===== src/rtl/rv32_pkg.sv =====
// RV32I encoding constants, class bit indices and the decoded-bundle type
// shared by the decode stage and its combinational decoder.
package rv32_pkg;

  localparam logic [6:0] OPC_LUI      = 7'b0110111;
  localparam logic [6:0] OPC_AUIPC    = 7'b0010111;
  localparam logic [6:0] OPC_JAL      = 7'b1101111;
  localparam logic [6:0] OPC_JALR     = 7'b1100111;
  localparam logic [6:0] OPC_BRANCH   = 7'b1100011;
  localparam logic [6:0] OPC_LOAD     = 7'b0000011;
  localparam logic [6:0] OPC_STORE    = 7'b0100011;
  localparam logic [6:0] OPC_OP_IMM   = 7'b0010011;
  localparam logic [6:0] OPC_OP       = 7'b0110011;
  localparam logic [6:0] OPC_MISC_MEM = 7'b0001111;
  localparam logic [6:0] OPC_SYSTEM   = 7'b1110011;

  localparam logic [2:0] F3_ADD = 3'b000;
  localparam logic [2:0] F3_SLL = 3'b001;
  localparam logic [2:0] F3_SR  = 3'b101;
  localparam logic [2:0] F3_JALR  = 3'b000;
  localparam logic [2:0] F3_FENCE = 3'b000;
  localparam logic [2:0] F3_BEQ  = 3'b000;
  localparam logic [2:0] F3_BNE  = 3'b001;
  localparam logic [2:0] F3_BLT  = 3'b100;
  localparam logic [2:0] F3_BGE  = 3'b101;
  localparam logic [2:0] F3_BLTU = 3'b110;
  localparam logic [2:0] F3_BGEU = 3'b111;
  localparam logic [2:0] F3_LB  = 3'b000;
  localparam logic [2:0] F3_LH  = 3'b001;
  localparam logic [2:0] F3_LW  = 3'b010;
  localparam logic [2:0] F3_LBU = 3'b100;
  localparam logic [2:0] F3_LHU = 3'b101;
  localparam logic [2:0] F3_SB = 3'b000;
  localparam logic [2:0] F3_SH = 3'b001;
  localparam logic [2:0] F3_SW = 3'b010;
  localparam logic [2:0] F3_PRIV     = 3'b000;
  localparam logic [2:0] F3_CSR_RSVD = 3'b100;

  localparam logic [6:0] F7_BASE = 7'b0000000;
  localparam logic [6:0] F7_ALT  = 7'b0100000;

  localparam logic [31:0] INST_ECALL  = 32'h0000_0073;
  localparam logic [31:0] INST_EBREAK = 32'h0010_0073;
  localparam logic [31:0] INST_MRET   = 32'h3020_0073;

  localparam int CLS_ALU    = 0;
  localparam int CLS_BRANCH = 1;
  localparam int CLS_JAL    = 2;
  localparam int CLS_JALR   = 3;
  localparam int CLS_LOAD   = 4;
  localparam int CLS_STORE  = 5;
  localparam int CLS_CSR    = 6;
  localparam int CLS_SYSTEM = 7;

  typedef struct packed {
    logic [31:0] pc;
    logic [31:0] inst;
    logic [4:0]  rd;
    logic [4:0]  rs1;
    logic [4:0]  rs2;
    logic [31:0] imm;
    logic        rs1_used;
    logic        rs2_used;
    logic        rd_we;
    logic [7:0]  cls;
    logic        illegal;
  } id_bundle_t;

  function automatic logic [31:0] imm_i(input logic [31:0] w);
    return {{20{w[31]}}, w[31:20]};
  endfunction

  function automatic logic [31:0] imm_s(input logic [31:0] w);
    return {{20{w[31]}}, w[31:25], w[11:7]};
  endfunction

  function automatic logic [31:0] imm_b(input logic [31:0] w);
    return {{19{w[31]}}, w[31], w[7], w[30:25], w[11:8], 1'b0};
  endfunction

  function automatic logic [31:0] imm_u(input logic [31:0] w);
    return {w[31:12], 12'h000};
  endfunction

  function automatic logic [31:0] imm_j(input logic [31:0] w);
    return {{11{w[31]}}, w[31], w[19:12], w[20], w[30:21], 1'b0};
  endfunction

endpackage


===== src/rtl/rv32_decode_comb.sv =====
// Purely combinational RV32I word-to-bundle decoder; illegal words keep their
// raw register fields but carry no class, immediate or operand use.
module rv32_decode_comb
  import rv32_pkg::*;
#(
  parameter int ZICSR_EN = 1
) (
  input  logic [31:0] inst_i,
  input  logic [31:0] pc_i,
  output id_bundle_t  bundle_o
);

  logic [6:0]  opcode;
  logic [2:0]  funct3;
  logic [6:0]  funct7;
  logic        legal;
  logic [31:0] imm;
  logic        rs1_used;
  logic        rs2_used;
  logic        rd_we;
  logic [7:0]  cls;

  assign opcode = inst_i[6:0];
  assign funct3 = inst_i[14:12];
  assign funct7 = inst_i[31:25];

  always_comb begin
    legal    = 1'b0;
    imm      = '0;
    rs1_used = 1'b0;
    rs2_used = 1'b0;
    rd_we    = 1'b0;
    cls      = '0;
    case (opcode)
      OPC_LUI, OPC_AUIPC: begin
        legal = 1'b1; imm = imm_u(inst_i); rd_we = 1'b1; cls[CLS_ALU] = 1'b1;
      end
      OPC_JAL: begin
        legal = 1'b1; imm = imm_j(inst_i); rd_we = 1'b1; cls[CLS_JAL] = 1'b1;
      end
      OPC_JALR: begin
        legal = (funct3 == F3_JALR); imm = imm_i(inst_i);
        rs1_used = 1'b1; rd_we = 1'b1; cls[CLS_JALR] = 1'b1;
      end
      OPC_BRANCH: begin
        legal = (funct3 == F3_BEQ) || (funct3 == F3_BNE) || (funct3 == F3_BLT) ||
                (funct3 == F3_BGE) || (funct3 == F3_BLTU) || (funct3 == F3_BGEU);
        imm = imm_b(inst_i); rs1_used = 1'b1; rs2_used = 1'b1; cls[CLS_BRANCH] = 1'b1;
      end
      OPC_LOAD: begin
        legal = (funct3 == F3_LB) || (funct3 == F3_LH) || (funct3 == F3_LW) ||
                (funct3 == F3_LBU) || (funct3 == F3_LHU);
        imm = imm_i(inst_i); rs1_used = 1'b1; rd_we = 1'b1; cls[CLS_LOAD] = 1'b1;
      end
      OPC_STORE: begin
        legal = (funct3 == F3_SB) || (funct3 == F3_SH) || (funct3 == F3_SW);
        imm = imm_s(inst_i); rs1_used = 1'b1; rs2_used = 1'b1; cls[CLS_STORE] = 1'b1;
      end
      OPC_OP_IMM: begin
        // Only the shift forms constrain funct7; the rest use those bits as immediate.
        if (funct3 == F3_SLL)     legal = (funct7 == F7_BASE);
        else if (funct3 == F3_SR) legal = (funct7 == F7_BASE) || (funct7 == F7_ALT);
        else                      legal = 1'b1;
        imm = imm_i(inst_i); rs1_used = 1'b1; rd_we = 1'b1; cls[CLS_ALU] = 1'b1;
      end
      OPC_OP: begin
        legal = (funct7 == F7_BASE) ||
                ((funct7 == F7_ALT) && ((funct3 == F3_ADD) || (funct3 == F3_SR)));
        rs1_used = 1'b1; rs2_used = 1'b1; rd_we = 1'b1; cls[CLS_ALU] = 1'b1;
      end
      OPC_MISC_MEM: begin
        legal = (funct3 == F3_FENCE); cls[CLS_ALU] = 1'b1;
      end
      OPC_SYSTEM: begin
        if (funct3 == F3_PRIV) begin
          legal = (inst_i == INST_ECALL) || (inst_i == INST_EBREAK) || (inst_i == INST_MRET);
          cls[CLS_SYSTEM] = 1'b1;
        end else begin
          // funct3[2] selects the immediate CSR forms, whose rs1 field is a uimm.
          legal = (ZICSR_EN != 0) && (funct3 != F3_CSR_RSVD);
          rs1_used = !funct3[2]; rd_we = 1'b1; cls[CLS_CSR] = 1'b1;
        end
      end
      default: ;
    endcase
  end

  assign bundle_o.pc       = pc_i;
  assign bundle_o.inst     = inst_i;
  assign bundle_o.rd       = inst_i[11:7];
  assign bundle_o.rs1      = inst_i[19:15];
  assign bundle_o.rs2      = inst_i[24:20];
  assign bundle_o.imm      = legal ? imm : '0;
  assign bundle_o.rs1_used = legal && rs1_used;
  assign bundle_o.rs2_used = legal && rs2_used;
  assign bundle_o.rd_we    = legal && rd_we && (inst_i[11:7] != 5'd0);
  assign bundle_o.cls      = legal ? cls : '0;
  assign bundle_o.illegal  = !legal;

endmodule


===== src/rtl/decode_stage.sv =====
// Decode stage: circular instruction FIFO feeding a registered decoded bundle
// with valid/ready handshakes on both sides and a synchronous flush.
module decode_stage
  import rv32_pkg::*;
#(
  parameter int          DEPTH        = 4,
  parameter int          ZICSR_EN     = 1,
  parameter logic [31:0] RESET_PC_TAG = 32'h0
) (
  input  logic                     clk_i,
  input  logic                     rst_i,
  input  logic                     flush_i,
  input  logic                     if_valid_i,
  output logic                     if_ready_o,
  input  logic [31:0]              if_inst_i,
  input  logic [31:0]              if_pc_i,
  output logic                     id_valid_o,
  input  logic                     id_ready_i,
  output logic [31:0]              id_pc_o,
  output logic [31:0]              id_inst_o,
  output logic [4:0]               id_rd_addr_o,
  output logic [4:0]               id_rs1_addr_o,
  output logic [4:0]               id_rs2_addr_o,
  output logic [31:0]              id_imm_o,
  output logic                     id_rs1_used_o,
  output logic                     id_rs2_used_o,
  output logic                     id_rd_we_o,
  output logic [7:0]               id_class_o,
  output logic                     id_illegal_o,
  output logic [$clog2(DEPTH):0]   occupancy_o
);

  localparam int PW = $clog2(DEPTH);

  logic [31:0]   inst_mem [DEPTH];
  logic [31:0]   pc_mem   [DEPTH];
  logic [PW-1:0] rd_ptr;
  logic [PW-1:0] wr_ptr;
  logic [PW:0]   count;
  logic          push;
  logic          pop;
  logic          head_load;
  logic          out_valid;
  id_bundle_t    head_dec;
  id_bundle_t    out_q;

  function automatic logic [PW-1:0] ptr_inc(input logic [PW-1:0] p);
    return (p == PW'(DEPTH - 1)) ? '0 : p + PW'(1);
  endfunction

  assign if_ready_o = (count < (PW+1)'(DEPTH));
  assign push       = if_valid_i && if_ready_o && !flush_i;
  assign pop        = out_valid && id_ready_i;
  assign head_load  = (count != '0) && (!out_valid || pop);

  // Storage is deliberately left unreset; the pointers define what is live.
  always_ff @(posedge clk_i) begin
    if (push) begin
      inst_mem[wr_ptr] <= if_inst_i;
      pc_mem[wr_ptr]   <= if_pc_i;
    end
  end

  rv32_decode_comb #(.ZICSR_EN(ZICSR_EN)) u_decode (
    .inst_i   (inst_mem[rd_ptr]),
    .pc_i     (pc_mem[rd_ptr]),
    .bundle_o (head_dec)
  );

  always_ff @(posedge clk_i or posedge rst_i) begin
    if (rst_i) begin
      rd_ptr    <= '0;
      wr_ptr    <= '0;
      count     <= '0;
      out_valid <= 1'b0;
      out_q     <= '0;
    end else if (flush_i) begin
      rd_ptr    <= '0;
      wr_ptr    <= '0;
      count     <= '0;
      out_valid <= 1'b0;
    end else begin
      if (push) wr_ptr <= ptr_inc(wr_ptr);
      if (head_load) rd_ptr <= ptr_inc(rd_ptr);
      count <= count + (PW+1)'(push) - (PW+1)'(head_load);
      if (head_load) begin
        out_valid <= 1'b1;
        out_q     <= head_dec;
      end else if (pop) begin
        out_valid <= 1'b0;
      end
    end
  end

  // Outputs are masked by valid so an idle stage always shows the tag PC and zeros.
  assign id_valid_o    = out_valid;
  assign id_pc_o       = out_valid ? out_q.pc : RESET_PC_TAG;
  assign id_inst_o     = out_valid ? out_q.inst : '0;
  assign id_rd_addr_o  = out_valid ? out_q.rd : '0;
  assign id_rs1_addr_o = out_valid ? out_q.rs1 : '0;
  assign id_rs2_addr_o = out_valid ? out_q.rs2 : '0;
  assign id_imm_o      = out_valid ? out_q.imm : '0;
  assign id_rs1_used_o = out_valid && out_q.rs1_used;
  assign id_rs2_used_o = out_valid && out_q.rs2_used;
  assign id_rd_we_o    = out_valid && out_q.rd_we;
  assign id_class_o    = out_valid ? out_q.cls : '0;
  assign id_illegal_o  = out_valid && out_q.illegal;
  assign occupancy_o   = count;

endmodule


===== config.mk =====
export PLATFORM = sky130hd
export DESIGN_NAME = decode_stage
export DESIGN_NICKNAME = d
export VERILOG_FILES = /design/src/rtl/rv32_pkg.sv /design/src/rtl/rv32_decode_comb.sv /design/src/rtl/decode_stage.sv
export SDC_FILE = /design/constraint.sdc
export NUM_CORES = 1
export LEC_CHECK = 0
export CORE_ASPECT_RATIO = 0.7
export CORE_MARGIN = 1.5
export CORE_UTILIZATION = 40
export DETAILED_ROUTE_END_ITERATION = 8
export REMOVE_ABC_BUFFERS = 1
export SYNTH_ARGS = -nofsm -noshare
export SYNTH_HDL_FRONTEND = slang
export SYNTH_SLANG_ARGS = --single-unit

===== constraint.sdc =====
create_clock -name clk_i -period 4.86 [get_ports clk_i]
set_clock_uncertainty 0.05 [all_clocks]
set_input_delay 0.972 -clock clk_i [delete_from_list [all_inputs] [get_ports clk_i]]
set_output_delay 0.972 -clock clk_i [all_outputs]
set_load 0.005 [all_outputs]

==> impl_metrics.ini, run 1 <==
[setup_path]
worstPathMaxFanout = 28
crit_top_cell = buf_4
worst_setup_path_end_kind = register
rr_startpoint = rd_ptr[0]$_DFFE_PP0P_
slowest_delay_ns = 0.81
required_ns = 5.21
crit_type = reg -> reg
rrSetupSlack_ns = 1.26
crit_path_top_delay_cell = dfrtp_4
cp-start-kind = register
r2r_end = out_q[1]$_DFFE_PP0P_
rr_worst_depth = 8
worstPathArrival_ns = 3.95
path_buf_inv = 2
crit_family = flip-flops
path_cells = buf_4 -> mux4_2 -> nor4_1 -> nand4_1 -> a2111oi_4 -> nor4b_4 -> buf_4 -> o41ai_1

[worst_hold_path]
hold_start = out_q[87]$_DFFE_PP0P_
whs_endpoint = out_q[87]$_DFFE_PP0P_
min_path_cells = 2
min_path_type = reg -> reg

[floorplanning]
rows = 59
die_w_um = 237
fp.coreArea_sq_um = 37500
dieArea_sq_um = 39700
start_util = 0.410
die_h_um = 167
io-pin-count = 197

[cts]
htree_levels = 2
insertion_delay_ns = 0.52
cts_resized = 0
cts_buffers = 37
cts_sinks = 372
cts_root_buf = clkbuf_16
cts.path.max_buffers = 3
post_cts_buffers = 0
cts_tree = built
cts_hold_buffers = 0
cts.clk_slew.worst_paths_ns = 0.06

[detailed_routing]
vias = 8901
drt_iter0_drc = 579
firstDrtPassIters = 5
drc = 0
wl_per_cell_um = 20.5
avgViaCountPerCell = 5.11
final_antenna_net_count = 0
drt-total-wl_mm = 35.7

[sta]
setup_tns_ns = 0
hold_viol = 0
fin_ws_ns = 1.26
setup-violations-final = 0
relSlewSlack = 0.307
fmax_ghz = 0.278
rsz0062_at_grt = false
worst_pin_slew_ns = 1.04
drv_slew = 0
finalCritPeriodShare = 0.740
period_needed_ns = 3.60

[power_and_ir_drop]
ir_worst_vdd_uv = 258
p_leak_nw = 6.82
power_density_nw_per_um2 = 508

[cells_and_area]
syn2layout_area_growth_pct = 22.2
fin_nets = 1303
fin_util = 0.502
instances_no_fill = 1743
drive_above_1_share = 0.128

[logic_synthesis]
synth-compound-area-share = 0.0482
dominantRegCellSynth = edfxtp_1
synth_top_family_by_area = simple AND/OR/NAND/NOR gates
yosysWarnings = 0
syn_area_per_cell_sq_um = 14.5
synthSimpleGateAreaFrac = 0.131
synthAdderAreaFrac = 0.00699
synth_xor_area_frac = 0.00171
synth_most_common_cell = edfxtp_1
synth_common_cells = 256 x edfxtp_1, 243 x nand2_1, 116 x dfrtp_1, 115 x and2_1, 64 x mux4_2
syn_inst = 1058
synth_edf_count = 256
synth_seq_cells = 372
muxShareOfSynthArea = 0.0957
synthTopCellsByArea = edfxtp_1 50%, dfrtp_1 19%, mux4_2 9.4%
synth_cell_types = 51
yosysTopAreaCellShare = 0.499
synth-seq-area-share = 0.688
syn_area_sq_um = 15400
synth_area_leader_cell = edfxtp_1
synthArstFlopShare = 0.312

[flow_run]
maxCapViolations = 0

[grt]
antenna_found_initial = 5
grt_max_degree = 126
overflow = 0
first_global_vias = 9102
grt_pass1_wl_mm = 54.6
track_usage = 0.181

[place]
io_buffers = 196
gp_congestion = 0.840
post-place-ws_ns = 1.26
placedCellCount = 1675
detailed_place_hpwl_mm = 22.0

[status]
status = complete, no violations
[logic make-up (layout without fill, tap and decap cells)]
| family | after synthesis | after routing |
|---|---|---|
| other | 0 | 3 |
| flip-flops | 372 | 372 |
| XOR/XNOR | 3 | 3 |
| AO/OA/AOI/OAI | 98 | 98 |
| buffers and inverters | 89 | 283 |
| adder cells (fa/ha/maj) | 8 | 8 |
| AND/OR/NAND/NOR | 421 | 421 |
| multiplexers | 67 | 67 |
[metrics by stage]
stage | hold WS, ns | instance area (sq um) | total power [mW]
2_1_floorplan | 0.385 | 15000 | 5.86
3_3_place_gp | 0.403 | 17700 | 6.95
3_5_place_dp | 0.405 | 17700 | 6.99
4_1_cts | 0.421 | 18800 | 9.67
5_1_grt | 0.443 | 18800 | 10.1
6_report | 0.416 | 18800 | 9.55
[sequential cells by signal (all words and copies together) (netlist names)]
signal	cells
occupancy_o	3
inst_mem	128
rd_ptr	2
id_valid_o	1
wr_ptr	2
pc_mem	128
out_q	108
[area by class of cell]
| type | instances | area [sq um] |
|---|---|---|
| multi-input combinational | 597 | 4380 |
| timing repair buffer | 208 | 2060 |
| clock inverter | 10 | 72.6 |
| inverter | 10 | 42.5 |
| clock buffer | 55 | 1030 |
| sequential | 372 | 10600 |
| antenna | 3 | 7.51 |
| fill | 3212 | 18700 |
| tap | 488 | 611 |
[per-layer routing]
| metal | vias up | global-route usage | share of wire |
|---|---|---|---|
| met4 | 4 | 0.0451 | 0.018 |
| li1 | 4154 | - | - |
| met5 | - | 0 | 0.00073 |
| met1 | 4432 | 0.261 | 0.46 |
| met2 | 256 | 0.282 | 0.46 |
| met3 | 55 | 0.0381 | 0.057 |
[worst min-delay path: cells and delay by family (launching register included)]
kind             cells  cell delay, ns
AND/OR/NAND/NOR      2            0.10
flip-flops           1            0.33
[report_power, final]
part | switching (mW) | leakage [nW] | internal [mW]
clock | 1.14 | 0.546 | 1.52
combinational | 1.42 | 2.45 | 1.27
sequential | 0.380 | 3.82 | 3.81
[how the worst max path moves through the flow]
stage,end,slack [ns],from,depth (start not counted)
2_1_floorplan,out_q[32]$_DFFE_PP0P_,-1.36,id_valid_o$_DFFE_PP0P_,6
4_1_cts,out_q[1]$_DFFE_PP0P_,1.23,rd_ptr[0]$_DFFE_PP0P_,8
3_3_place_gp,out_q[1]$_DFFE_PP0P_,1.20,rd_ptr[0]$_DFFE_PP0P_,8
6_report,out_q[1]$_DFFE_PP0P_,1.26,rd_ptr[0]$_DFFE_PP0P_,8
3_5_place_dp,out_q[1]$_DFFE_PP0P_,1.26,rd_ptr[0]$_DFFE_PP0P_,8
5_1_grt,out_q[1]$_DFFE_PP0P_,1.08,rd_ptr[0]$_DFFE_PP0P_,8
[cell usage in the layout (no fill, tap or decap), types with 3 or more instances in the layout]
| cell type | instances |
|---|---|
| clkbuf_16 | 37 |
| nor2b_1 | 6 |
| dfrtp_1 | 113 |
| edfxtp_1 | 256 |
| and2_4 | 4 |
| clkinv_2 | 7 |
| mux4_2 | 64 |
| o21ai_1 | 20 |
| clkbuf_1 | 14 |
| diode_2 | 3 |
| inv_1 | 9 |
| nor2_1 | 17 |
| a22o_1 | 3 |
| clkdlybuf4s50_1 | 196 |
| buf_4 | 11 |
| nand4_1 | 4 |
| nor3_1 | 5 |
| dfrtp_4 | 3 |
| nand2_1 | 243 |
| and3_1 | 3 |
| a21oi_1 | 25 |
| and2_1 | 111 |
| nand3_1 | 11 |
| a22oi_1 | 6 |
| clkbuf_8 | 4 |
| ha_1 | 7 |
| nand2b_1 | 4 |
| o31ai_2 | 19 |
| o21ai_0 | 8 |
No activity file was read; power rests on OpenSTA's default activity.
==> inputs of run 2 (changes only) <==
==> constraint.sdc (replaced) <==
create_clock -name clk_i -period 3.25 [get_ports clk_i]
set_clock_uncertainty 0.05 [all_clocks]
set_input_delay 0.65 -clock clk_i [delete_from_list [all_inputs] [get_ports clk_i]]
set_output_delay 0.65 -clock clk_i [all_outputs]
set_load 0.005 [all_outputs]
==> impl_metrics.ini, run 2 (synthesis results as in run 1) <==
[setup_path]
worst_setup_path_end_kind = register
path_cells = buf_12 -> mux4_2 -> nor4_4 -> buf_4 -> nand3_1 -> o32ai_2 -> nor4b_4 -> buf_4 -> clkbuf_16 -> o41ai_1
worstPathArrival_ns = 3.51
required_ns = 3.61
cp-start-kind = register
cp_num_cells = 10
crit_type = reg -> reg
slowest_delay_ns = 0.56
crit_path_top_delay_cell = mux4_2
crit_family = buffers and inverters
crit_top_cell = buf_4
path_buf_inv = 4
rr_worst_depth = 10
worstPathMaxFanout = 22

[worst_hold_path]
min_path_cells = 2
min_path_type = reg -> reg

[detailed_routing]
final_antenna_net_count = 0
firstDrtPassIters = 4
avgViaCountPerCell = 5.09
drc = 0
drt-total-wl_mm = 36.6
wl_per_cell_um = 20.6
vias = 9072
drt_iter0_drc = 649

[cts]
cts_sinks = 372
cts.clk_slew.worst_paths_ns = 0.06
cts_buffers = 37
cts_hold_buffers = 0
cts_root_buf = clkbuf_16
htree_levels = 2
cts.path.max_buffers = 3
insertion_delay_ns = 0.52
cts_tree = built

[power_and_ir_drop]
power_density_nw_per_um2 = 765
ir_worst_vdd_uv = 506
p_leak_nw = 7.10
finalPower_mw = 14.8

[sta]
drv_slew = 0
rsz0062_at_grt = false
holdWs_ns = 0.416
period_needed_ns = 3.15
fmax_ghz = 0.317
setup-violations-final = 0
finalCritPeriodShare = 0.970
hold_viol = 0
relSlewSlack = 0.553
worst_pin_slew_ns = 0.666

[place]
placed_area_sq_um = 18100
io_buffers = 196
gp_congestion = 0.836
detailed_place_hpwl_mm = 23.8

[floorplanning]
io-pin-count = 197
rows = 59
dieArea_sq_um = 39700
start_util = 0.410
fp.coreArea_sq_um = 37500
die_w_um = 237
die_h_um = 167

[cells_and_area]
drive_above_1_share = 0.161
fin_nets = 1340
reg_top3 = inst_mem x128, pc_mem x128, out_q x108
seq_area_sq_um = 10600
syn2layout_area_growth_pct = 26.0
fin_area_sq_um = 19400
final_cell_mix = 256 x edfxtp_1, 242 x nand2_1, 196 x clkdlybuf4s50_1
multiInputGateArea_sq_um = 4400
final.fill_count = 3130
mostFrequentLayoutCell = edfxtp_1

[grt]
overflow = 0
grt_pass1_wl_mm = 56.5
track_usage = 0.186
antenna_found_initial = 5
grt_max_degree = 110
first_global_vias = 9333

[status]
status = complete, no violations

[flow_run]
maxCapViolations = 0
[run 2: changes by cell type in the layout (fill, tap and decap cells not counted), moves of 2 or more]
cell,before,now
buf_12,1,15
clkinv_2,7,10
clkinvlp_4,0,2
clkbuf_16,37,40
buf_4,11,30
clkbuf_1,14,8
[run 2: per-layer routing]
metal,part of all wire,vias up,global-route usage
met5,0.00063,-,0
met4,0.016,4,0.0415
met3,0.058,54,0.0392
met2,0.47,241,0.290
met1,0.46,4559,0.269
li1,-,4214,-
[run 2: layout make-up]
type / instances / share of cell area
diodes: 4 / 0.000516
clock buffers: 48 / 0.0514
clock inverters: 17 / 0.00768
inverters: 10 / 0.00219
multi-input cells: 597 / 0.227
flip-flops and latches: 372 / 0.547
well taps: 488 / 0.0315
repair buffers: 245 / 0.133
[run 2: what timing repair did]
item                                    CTS  global route
resized for setup                         0             8
endpoints found under the setup margin    0            43
buffers inserted                          0             9
hold endpoints to repair                  0             0
[run 2: final timing paths]
check                      slack [ns]                     to             startpoint
setup / recovery                  0.1   out_q[1]$_DFFE_PP0P_  rd_ptr[0]$_DFFE_PP0P_
min in group asynchronous        0.48   out_q[7]$_DFFE_PP0P_                  rst_i
setup reg to reg                  0.1   out_q[1]$_DFFE_PP0P_  rd_ptr[0]$_DFFE_PP0P_
hold / removal                   0.42  out_q[60]$_DFFE_PP0P_  out_q[60]$_DFFE_PP0P_
max in group asynchronous        1.92  out_q[68]$_DFFE_PP0P_                  rst_i
hold reg to reg                  0.42  out_q[60]$_DFFE_PP0P_  out_q[60]$_DFFE_PP0P_
[run 2: tightest hold or removal path, stage by stage (launching register included)]
cell     delay (ns)
dfrtp_1        0.33
nand2_1        0.05
nand2_1        0.05
[run 2: through the flow]
| step | std cells | setup slack, ns | utilization | TNS, ns |
|---|---|---|---|---|
| global route | 1777 | 0.0104 | 0.517 | 0 |
| floorplan | 979 | -2.97 | - | -302.69 |
| global placement | 1700 | 0.131 | 0.482 | 0 |
| CTS | 1765 | 0.0148 | 0.512 | 0 |
| finish | 1781 | 0.0976 | 0.517 | 0 |
| detailed placement | 1700 | 0.0521 | 0.482 | 0 |
[run 2: power by group]
group	leakage [nW]	switching [mW]	internal [mW]
logic	2.71	2.53	2.23
clock network	0.565	1.75	2.33
registers	3.82	0.290	5.69
